**src/rtl/id_ex_pkg.sv**
```systemverilog
// Shared definitions for the ID/EX stage: opcode-field encodings, ALU op
// codes driven to EX, and the decoded/shaped instruction bundle.
package id_ex_pkg;

   localparam int XLEN_DEF  = 32;
   localparam int OPC_W_DEF = 4;
   localparam int OP_W_DEF  = 3;

   // Opcode field encodings (IR[31:28]); 4'hA..4'hF are unassigned
   localparam logic [3:0] ALU_LI    = 4'h0;
   localparam logic [3:0] ALU_J     = 4'h1;
   localparam logic [3:0] ALU_BGE   = 4'h2;
   localparam logic [3:0] ALU_LW    = 4'h3;
   localparam logic [3:0] ALU_SW    = 4'h4;
   localparam logic [3:0] ALU_ADDU  = 4'h5;
   localparam logic [3:0] ALU_ADDIU = 4'h6;
   localparam logic [3:0] ALU_SLL   = 4'h7;
   localparam logic [3:0] ALU_MUL   = 4'h8;
   localparam logic [3:0] ALU_MULI  = 4'h9;

   // ALU op codes presented to EX
   localparam logic [2:0] OP_ADD = 3'd0;
   localparam logic [2:0] OP_SLL = 3'd1;
   localparam logic [2:0] OP_MUL = 3'd2;
   localparam logic [2:0] OP_BGE = 3'd3;

   // Decoded bundle at the default widths, for fixed-width consumers
   typedef struct packed {
      logic [XLEN_DEF-1:0] ir;
      logic [XLEN_DEF-1:0] d1;
      logic [XLEN_DEF-1:0] d2;
      logic [XLEN_DEF-1:0] d3;
      logic [OP_W_DEF-1:0] op;
      logic                ctl;
      logic                illegal;
   } id_ex_bundle_t;

endpackage

```
**src/rtl/id_decode.sv**
```systemverilog
// Combinational opcode decoder: maps the opcode field plus raw operands to
// the shaped operands, ALU op, immediate select and illegal flag.
module id_decode
   import id_ex_pkg::*;
#(
   parameter int XLEN  = 32,
   parameter int OPC_W = 4,
   parameter int OP_W  = 3
) (
   input  logic [OPC_W-1:0] opc,
   input  logic [XLEN-1:0]  data1,
   input  logic [XLEN-1:0]  data2,
   input  logic [XLEN-1:0]  data3,
   output logic [XLEN-1:0]  d1,
   output logic [XLEN-1:0]  d2,
   output logic [XLEN-1:0]  d3,
   output logic [OP_W-1:0]  op,
   output logic             ctl,
   output logic             illegal
);

   // Opcode table with per-opcode operand shaping; pass-through is the default
   always_comb begin
      d1      = data1;
      d2      = data2;
      d3      = data3;
      op      = OP_W'(OP_ADD);
      ctl     = 1'b0;
      illegal = 1'b0;
      case (opc)
         OPC_W'(ALU_LI), OPC_W'(ALU_J): begin
            d1  = '0;
            d3  = '0;
            ctl = 1'b1;
         end
         OPC_W'(ALU_BGE): begin
            // comparison operands are swapped for the EX comparator
            d1 = data2;
            d2 = data1;
            d3 = '0;
            op = OP_W'(OP_BGE);
         end
         OPC_W'(ALU_LW), OPC_W'(ALU_SW), OPC_W'(ALU_ADDIU): begin
            ctl = 1'b1;
         end
         OPC_W'(ALU_ADDU): begin
            ctl = 1'b0;
         end
         OPC_W'(ALU_SLL): begin
            op  = OP_W'(OP_SLL);
            ctl = 1'b1;
         end
         OPC_W'(ALU_MUL): begin
            op = OP_W'(OP_MUL);
         end
         OPC_W'(ALU_MULI): begin
            op  = OP_W'(OP_MUL);
            ctl = 1'b1;
         end
         default: begin
            illegal = 1'b1;
         end
      endcase
   end

endmodule

```
**src/rtl/id_ex_stage.sv**
```systemverilog
// ID/EX pipeline stage: decodes on the input side, stores shaped entries in
// a main register (driving EX) backed by a one-entry skid register so that
// in_ready_o can be fully registered without losing instructions.
module id_ex_stage
   import id_ex_pkg::*;
#(
   parameter int XLEN    = 32,
   parameter int OPC_MSB = 31,
   parameter int OPC_W   = 4,
   parameter int OP_W    = 3
) (
   input  logic            clk_i,
   input  logic            rst_n_i,
   input  logic            flush_i,
   input  logic            in_valid_i,
   output logic            in_ready_o,
   input  logic [XLEN-1:0] IR_i,
   input  logic [XLEN-1:0] data1_i,
   input  logic [XLEN-1:0] data2_i,
   input  logic [XLEN-1:0] data3_i,
   output logic            out_valid_o,
   input  logic            out_ready_i,
   output logic [XLEN-1:0] IR_o,
   output logic [XLEN-1:0] data1_o,
   output logic [XLEN-1:0] data2_o,
   output logic [XLEN-1:0] data3_o,
   output logic [OP_W-1:0] op_o,
   output logic            control_o,
   output logic            illegal_o
);

   typedef struct packed {
      logic [XLEN-1:0] ir;
      logic [XLEN-1:0] d1;
      logic [XLEN-1:0] d2;
      logic [XLEN-1:0] d3;
      logic [OP_W-1:0] op;
      logic            ctl;
      logic            illegal;
   } entry_t;

   localparam entry_t ENTRY_RST = '{ir: '0, d1: '0, d2: '0, d3: '0,
                                    op: OP_W'(OP_ADD), ctl: 1'b0, illegal: 1'b0};

   entry_t dec_s;
   entry_t main_r;
   entry_t skid_r;
   logic   main_valid_r;
   logic   skid_valid_r;
   logic   in_ready_r;

   logic   accept_s;
   logic   fire_s;
   logic   main_valid_s;
   logic   skid_valid_s;
   logic   load_main_in_s;
   logic   load_main_skid_s;
   logic   load_skid_s;

   assign dec_s.ir = IR_i;

   id_decode #(
      .XLEN  (XLEN),
      .OPC_W (OPC_W),
      .OP_W  (OP_W)
   ) u_decode (
      .opc     (IR_i[OPC_MSB -: OPC_W]),
      .data1   (data1_i),
      .data2   (data2_i),
      .data3   (data3_i),
      .d1      (dec_s.d1),
      .d2      (dec_s.d2),
      .d3      (dec_s.d3),
      .op      (dec_s.op),
      .ctl     (dec_s.ctl),
      .illegal (dec_s.illegal)
   );

   assign accept_s = in_valid_i & in_ready_r;
   assign fire_s   = main_valid_r & out_ready_i;

   // Next-state selection for the two entries; flush overrides accept and fire
   always_comb begin
      main_valid_s     = main_valid_r;
      skid_valid_s     = skid_valid_r;
      load_main_in_s   = 1'b0;
      load_main_skid_s = 1'b0;
      load_skid_s      = 1'b0;
      if (flush_i) begin
         main_valid_s = 1'b0;
         skid_valid_s = 1'b0;
      end else if (!main_valid_r || fire_s) begin
         if (skid_valid_r) begin
            // refill main from skid so EX sees the older entry first
            load_main_skid_s = 1'b1;
            main_valid_s     = 1'b1;
            load_skid_s      = accept_s;
            skid_valid_s     = accept_s;
         end else begin
            load_main_in_s = accept_s;
            main_valid_s   = accept_s;
            skid_valid_s   = 1'b0;
         end
      end else begin
         if (accept_s) begin
            load_skid_s  = 1'b1;
            skid_valid_s = 1'b1;
         end else begin
            skid_valid_s = skid_valid_r;
         end
      end
   end

   // Entry registers and registered ready; payload holds when not loaded
   always_ff @(posedge clk_i or negedge rst_n_i) begin
      if (!rst_n_i) begin
         main_r       <= ENTRY_RST;
         skid_r       <= ENTRY_RST;
         main_valid_r <= 1'b0;
         skid_valid_r <= 1'b0;
         in_ready_r   <= 1'b1;
      end else begin
         main_valid_r <= main_valid_s;
         skid_valid_r <= skid_valid_s;
         in_ready_r   <= ~skid_valid_s;
         if (load_main_skid_s) begin
            main_r <= skid_r;
         end else if (load_main_in_s) begin
            main_r <= dec_s;
         end
         if (load_skid_s) begin
            skid_r <= dec_s;
         end
      end
   end

   assign in_ready_o  = in_ready_r;
   assign out_valid_o = main_valid_r;
   assign IR_o        = main_r.ir;
   assign data1_o     = main_r.d1;
   assign data2_o     = main_r.d2;
   assign data3_o     = main_r.d3;
   assign op_o        = main_r.op;
   assign control_o   = main_r.ctl;
   assign illegal_o   = main_r.illegal;

endmodule
```
**config.mk**
```make
export PLATFORM = sky130hd
export DESIGN_NAME = id_ex_stage
export DESIGN_NICKNAME = d
export VERILOG_FILES = /design/src/rtl/id_ex_pkg.sv /design/src/rtl/id_decode.sv /design/src/rtl/id_ex_stage.sv
export SDC_FILE = /design/constraint.sdc
export NUM_CORES = 1
export LEC_CHECK = 0
export ABC_AREA = 1
export CAP_MARGIN = 40
export CORE_MARGIN = 2
export CORE_UTILIZATION = 52
export DETAILED_ROUTE_END_ITERATION = 7
export GPL_TIMING_DRIVEN = 0
export PLACE_DENSITY = 0.89
export SETUP_SLACK_MARGIN = 0.4
export SKIP_CTS_REPAIR_TIMING = 1
export SYNTH_ARGS = -nofsm -noshare
export SYNTH_HDL_FRONTEND = slang
export SYNTH_SLANG_ARGS = --single-unit
export TNS_END_PERCENT = 5
```
**constraint.sdc**
```tcl
create_clock -name clk_i -period 1.6 [get_ports clk_i]
set_input_delay 0.32 -clock clk_i [delete_from_list [all_inputs] [get_ports clk_i]]
set_output_delay 0.32 -clock clk_i [all_outputs]
set_load 0.02 [all_outputs]
```
==> qor.tcl, run 1 <==
set qor(final_design_area_no_fill_sq_mm) 0.0178
set qor(power_density_mw_per_mm2) 1260
set qor(horiz_die_dim_microns) 161
set qor(met2RoutedLength_microns) 20100
set qor(first_pass_grt_wire_length_microns) 66100
set qor(cp-start-kind) {flop}
set qor(residual_drc) 0
set qor(skew_ns) 0.00731
set qor(topRoutingLayerUsed) {met4}
set qor(core.rowCount) 57
set qor(synth_simple_gate_area_share_pct) 38.2
set qor(post-route-worst-setup-slack_ns) 0.0382
set qor(synth_compound_gate_area_share_pct) 3.87
set qor(route.layer.met1.wl_microns) 16600
set qor(power.ir.vdd_worst_v) 0.000918
set qor(final_min_period_over_clock_period_pct) 97.6
set qor(dpl_ws_ns) -0.614
set qor(yosys_warnings) 0
set qor(die_h_microns) 161
set qor(post_synth_instance_area_sq_mm) 0.0128
set qor(report.final.setup_viol) 0
set qor(cap_viol_max_count) 0
set qor(clock-root-buffer) {clkbuf_16}
set qor(detailroute.wirelength.met3_microns) 3610
set qor(synth.distinct_cells) 20
set qor(placed_cell_area_sq_mm) 0.0160
set qor(hold_ws_ns) -0.302
set qor(synthesis.nets) 1864
set qor(slew_violations) 0
set qor(initial_utilization_pct) 52.8
set qor(finalHoldViolCount) 62
set qor(dp.final_hpwl_microns) 28100
set qor(synth_top_family_by_area) {simple AND/OR/NAND/NOR gates}
set qor(ioPinCount) 268
set qor(grt_setup_unrepaired) {true}
set qor(path_delay_family) {flip-flops}
set qor(cp_num_buf_inv) 1
set qor(tightest_slew_ns) 0.599
set qor(avgSynthCellArea_sq_um) 7.40
set qor(first_global_vias) 13000
set qor(synth-adder-area-share_pct) 0
set qor(cp_slowest_cell) {dfstp_2}
set qor(setup.worst_path.end_class) {output port}
set qor(worst_slew_margin_rel_pct) 60.0
set qor(arrival_ns) 1.24
set qor(clk_latency_ns) 0.55
set qor(globalRoute.totalOverflow) 0
set qor(cp.required_ns) 1.28
set qor(yosys-mux-area-fraction_pct) 0
set qor(core_region_area_sq_mm) 0.0242
set qor(cts_buffer_depth) 3
set qor(yosysSeqAreaShare_pct) 52.2
set qor(cts_tree) {done}
set qor(timing.setup.tns_ns) 0
set qor(critical_path_peak_fanout) 2
set qor(h-tree-depth) 1
set qor(syn_to_final_growth_pct) 38.9
set qor(place.port_buffers) 266
set qor(via_cell_ratio) 5.45
set qor(grt_antenna_before_repair) 5
set qor(clock_sink_count) 267
set qor(drt_first_iter_violations) 1163
set qor(post_synth_inst_count) 1731
set qor(result_of_the_run) {finished, violations left}
set qor(critical_path_class) {flop to output port}
set qor(crit_path_cell_trace) {buf_4}
set qor(detailroute.via_count) 13000
set qor(numCtsBuffers) 28
set qor(die-area_sq_mm) 0.0259
set qor(min_path_type) {input port to asynchronous set/reset pin}
set qor(final_estimated_routing_congestion_in_global_placement) 0.938
set qor(cellLeakagePower_nw) 10.9
set qor(wl_per_cell_microns) 17.6
set qor(aggregate_routed_wire_length_microns) 42000
set qor(post_synth_xor_area_fraction_pct) 0
set qor(drt-pass1-iter-count) 5
set qor(ys_seq_elements) 267
set qor(cpPeakStageDelay_ns) 0.54
set qor(fmax_ghz) 0.640
set qor(most_frequent_standard_cell_in_the_layout_excluding_fill_and_tap_cells) {nand2_1}
set qor(drt.antenna.violating_nets) 0
set qor(path_clk_slew_ns) 0.06
set qor(gr-usage-all-layers_pct) 31.6
set qor(final.min_clock_period_ns) 1.56
set qor(grt_max_degree) 115
set qor(final_net_count) 2172
set qor(failed_checks) {hold timing}
set qor(mostFrequentLayoutCells) {nand2_1 (867), dfrtp_1 (266), nor2_1 (160)}
set qor(drive_above_1_share_pct) 10.7
-- Yosys cell counts (all sizes together) --
master | count | share of area [%]
nand2 | 876 | 26
dfrtp | 266 | 52
nor2 | 173 | 5.2
nand3 | 135 | 5.3
o21ai | 99 | 3.9
buf | 86 | 3.9
inv | 40 | 1.2
nand3b | 32 | 1.9
clkbuf | 22 | 0.65
conb | 1 | 0.029
dfstp | 1 | 0.21
-- flip-flops by register name, summed over array words and instances (netlist names) --
signal	flops
IR_o	32
control_o	1
data1_o	32
data2_o	32
data3_o	32
illegal_o	1
in_ready_o	1
op_o	2
out_valid_o	1
skid_r	132
skid_valid_r	1
-- kinds of logic after synthesis --
family | Yosys count
and+or+nand+nor | 1216
DFF | 267
buffers and inverters | 148
AOI/OAI and AO/OA | 99
other | 1
-- layer usage --
metal  up-vias  global-route usage, %
met3       125                   6.40
met4         0                   13.0
li1       5992                      -
met1      6215                   41.1
met5         -                      0
met2       690                   52.1
-- report_power, final --
group,internal [mW],switching (mW)
Sequential,8.35,0.894
Clock,4.89,2.83
Combinational,2.31,3.04
-- stage by stage --
step / util, % / hold WS [ns] / cells / total power, mW
after detailed placement: 66.0 / 0.286 / 2323 / 14.5
after global placement: 65.7 / 0.462 / 2321 / 14.2
after CTS: 70.5 / -0.290 / 2375 / 22.2
after global routing: 73.3 / -0.275 / 2390 / 23.3
after floorplan: - / 0.0244 / 1731 / 11.9
final: 73.3 / -0.302 / 2390 / 22.3
-- area by class of cell --
type                       count  area, sq um
antenna                        5         12.5
buffer                       108          846
clock buffer                  35          777
clock inverter                17          325
fill                        1685         6470
inverter                      40          159
multi-input combinational   1316         5460
sequential                   267         6680
tap                          324          405
timing repair buffer         278         3110
-- path summary, 6_finish.rpt --
kind / startpoint / endpoint / slack [ns] / cells after the start
hold / removal: rst_n_i / IR_o[9] / -0.30 / 1
min in group clk_i: IR_i[31] / skid_r[0] / 0.24 / 3
max in group asynchronous: rst_n_i / data1_o[14] / 0.57 / 3
setup / recovery: in_ready_o / in_ready_o / 0.04 / 1
setup reg to reg: in_ready_o / IR_o[26] / 0.05 / 8
hold reg to reg: data3_o[11] / data3_o[11] / 0.47 / 2
Power figures use the tool's default switching activity.
==> run 2, diff against run 1 <==
Settings changed: CORE_UTILIZATION 52 to 47, PLACE_DENSITY 0.89 to 0.85.
Clock period 1.6 ns to 1.41 ns, I/O delays scaled along.
==> qor.tcl, run 2 (same netlist as run 1, synthesis figures left out) <==
set qor(detailroute.via_count) 12900 ;# was 13000
set qor(dp.final_hpwl_microns) 28500 ;# was 28100 microns
set qor(regArea_sq_mm) 0.00668 ;# unchanged
set qor(grt_max_degree) 92 ;# was 115
set qor(critical_path_class) {flop to flop} ;# was flop to output port
set qor(arrival_ns) 2.03 ;# was 1.24 ns
set qor(grt_setup_unrepaired) {true} ;# unchanged
set qor(final_net_count) 2168 ;# was 2172
set qor(finalHoldViolCount) 89 ;# was 62
set qor(cp_slowest_cell) {dfstp_2} ;# unchanged
set qor(drt-pass1-iter-count) 7 ;# was 5
set qor(fmax_ghz) 0.656
set qor(setup.worst_path.end_class) {flop} ;# was output port
set qor(numCtsBuffers) 28 ;# unchanged
set qor(final.min_clock_period_ns) 1.52
set qor(max_ffs_per_register) 132 ;# unchanged
set qor(final_estimated_routing_congestion_in_global_placement) 0.922 ;# was 0.938
set qor(cp-start-kind) {flop} ;# unchanged
set qor(cts_tree) {done} ;# unchanged
set qor(busiest_grt_layer) {met2} ;# unchanged
set qor(via_cell_ratio) 5.37 ;# was 5.45
set qor(grt_util_met2_pct) 44.8 ;# was 52.1%
set qor(slew_violations) 0 ;# unchanged
set qor(path_delay_family) {simple AND/OR/NAND/NOR gates} ;# was flip-flops
set qor(grt_antenna_before_repair) 3 ;# was 5
set qor(multi_input_comb_area_sq_mm) 0.00549 ;# was 0.00546 sq mm
set qor(power_density_mw_per_mm2) 1420 ;# was 1260 mW/mm^2
set qor(mostFrequentLayoutCells) {nand2_1 (867), dfrtp_1 (266), nor2_1 (155)} ;# was nand2_1 (867), dfrtp_1 (266), nor2_1 (160)
set qor(worst_r2r_endpoint) {data1_o[26]} ;# was IR_o[26]
set qor(power.ir.vdd_worst_v) 0.000999 ;# was 0.000918 V
set qor(initial_utilization_pct) 47.6 ;# was 52.8%
set qor(timing.setup.tns_ns) -13.76 ;# was 0 ns
set qor(post-route-worst-setup-slack_ns) -0.114 ;# was 0.0382 ns
set qor(cts_buffer_depth) 3 ;# unchanged
set qor(cpPeakStageDelay_ns) 0.54 ;# about the same
set qor(crit_path_cell_trace) {nand2_2 > nand2_2 > nand3_4 > buf_4 > buf_4 > nor2_1 > nand2_1 > nand2_1} ;# was buf_4
set qor(ioPinCount) 268 ;# unchanged
set qor(failed_checks) {hold timing, setup timing} ;# was hold timing
set qor(placed_cell_area_sq_mm) 0.0160 ;# about the same
set qor(first_global_vias) 12300 ;# was 13000
set qor(report.final.setup_viol) 223 ;# was 0
set qor(wl_per_cell_microns) 16.8 ;# was 17.6 microns
set qor(skew_ns) 0.0158 ;# was 0.00731 ns
set qor(path_clk_slew_ns) 0.07 ;# was 0.06 ns
set qor(worst_slew_margin_rel_pct) 52.4 ;# was 60.0%
set qor(power.total_mw) 24.3 ;# was 22.3 mW
set qor(worstReg2RegStart) {in_ready_o} ;# unchanged
set qor(result_of_the_run) {finished, violations left} ;# unchanged
set qor(min_path_type) {input port to asynchronous set/reset pin} ;# unchanged
set qor(core_region_area_sq_mm) 0.0269 ;# was 0.0242 sq mm
set qor(die_h_microns) 169 ;# was 161 microns
set qor(cap_viol_max_count) 0 ;# unchanged
set qor(cellLeakagePower_nw) 9.54 ;# was 10.9 nW
set qor(horiz_die_dim_microns) 169 ;# was 161 microns
set qor(critical_path_depth) 8 ;# was 1
set qor(first_pass_grt_wire_length_microns) 63500 ;# was 66100 microns
set qor(drt.antenna.violating_nets) 0 ;# unchanged
set qor(globalRoute.totalOverflow) 0 ;# unchanged
set qor(core.rowCount) 60 ;# was 57
set qor(cp_num_buf_inv) 2 ;# was 1
set qor(die-area_sq_mm) 0.0286 ;# was 0.0259 sq mm
set qor(global_route.usage.met1_pct) 37.1 ;# was 41.1%
set qor(critical_path_peak_fanout) 10 ;# was 2
set qor(max_flop_register) {skid_r} ;# unchanged
set qor(clock_sink_count) 267 ;# unchanged
set qor(drive_above_1_share_pct) 16.2 ;# was 10.7%
set qor(cp.required_ns) 1.91 ;# was 1.28 ns
set qor(place.port_buffers) 266 ;# unchanged
set qor(tightest_slew_ns) 0.714 ;# was 0.599 ns
set qor(clk_latency_ns) 0.57 ;# was 0.55 ns
set qor(syn_to_final_growth_pct) 33.2 ;# was 38.9%
set qor(final_min_period_over_clock_period_pct) 108
set qor(worst_r2r_path_depth) 8 ;# unchanged
set qor(residual_drc) 0 ;# unchanged
set qor(hold_ws_ns) -0.305 ;# was -0.302 ns
set qor(drt_first_iter_violations) 1546 ;# was 1163
set qor(nFillCells) 2234 ;# was 1685
set qor(worst-r2r-setup-slack_ns) -0.11 ;# was 0.05 ns
set qor(aggregate_routed_wire_length_microns) 40300 ;# was 42000 microns
set qor(h-tree-depth) 1 ;# unchanged
set qor(groute.layer.met3.usage_pct) 5.12 ;# was 6.40%
set qor(most_frequent_standard_cell_in_the_layout_excluding_fill_and_tap_cells) {nand2_1} ;# unchanged
set qor(final_design_area_no_fill_sq_mm) 0.0171 ;# was 0.0178 sq mm
set qor(gr-usage-all-layers_pct) 27.6 ;# was 31.6%
set qor(clock-root-buffer) {clkbuf_16} ;# unchanged
[run 2: cell types whose count changed in the layout (fill, tap and decap cells not counted), sizes merged]
cell           change
clkdlybuf4s50      +2
bufinv             -4
buf               +90
dlymetal6s2s     -116
diode              -4
clkinv             +1
clkinvlp           +3
inv                +2
clkbuf            +18
[run 2: worst max path at each step]
stage / from / end / slack (ns)
finish: in_ready_o / data1_o[26] / -0.11
global route: in_ready_o / data1_o[3] / -0.18
CTS: in_ready_o / in_ready_o / -0.62
detailed placement: out_ready_i / data2_o[16] / -0.73
global placement: rst_n_i / data2_o[14] / -11.10
floorplan: in_ready_o / skid_r[49] / 0.03
[run 2: final cells by class]
type,instances,area share (%)
antenna,1,0.0147
clock inverter,19,1.58
inverter,40,0.910
buffer,108,5.33
sequential,267,39.2
timing repair buffer,274,13.9
clock buffer,33,4.39
multi-input combinational,1316,32.2
tap,341,2.50
[run 2: metrics by stage]
step | hold slack [ns] | setup WS [ns] | cells | utilization, %
2_1_floorplan | -0.0136 | 0.0262 | 1731 | -
3_3_place_gp | 0.462 | -11.10 | 2338 | 59.4
3_5_place_dp | 0.336 | -0.726 | 2340 | 59.6
4_1_cts | -0.262 | -0.622 | 2392 | 63.4
5_1_grt | -0.255 | -0.176 | 2399 | 63.5
6_report | -0.305 | -0.114 | 2399 | 63.5
[run 2: worst register-to-register path: cells and delay by family (launching register included)]
family | cells | cell delay (ns)
buf+inv | 2 | 0.37
simple gates | 6 | 0.55
flops | 1 | 0.54
[run 2: power breakdown]
group	internal [mW]	switching (mW)	total [mW]
combinational	2.31	3.36	5.67
sequential	9.48	1.03	10.5
clock	4.77	3.33	8.10
[run 2: metal layers]
metal	up-vias	share of wire, %
met3	125	8.9
met2	674	47
met5	-	0.074
met4	4	3.7
li1	5999	-
met1	6082	41
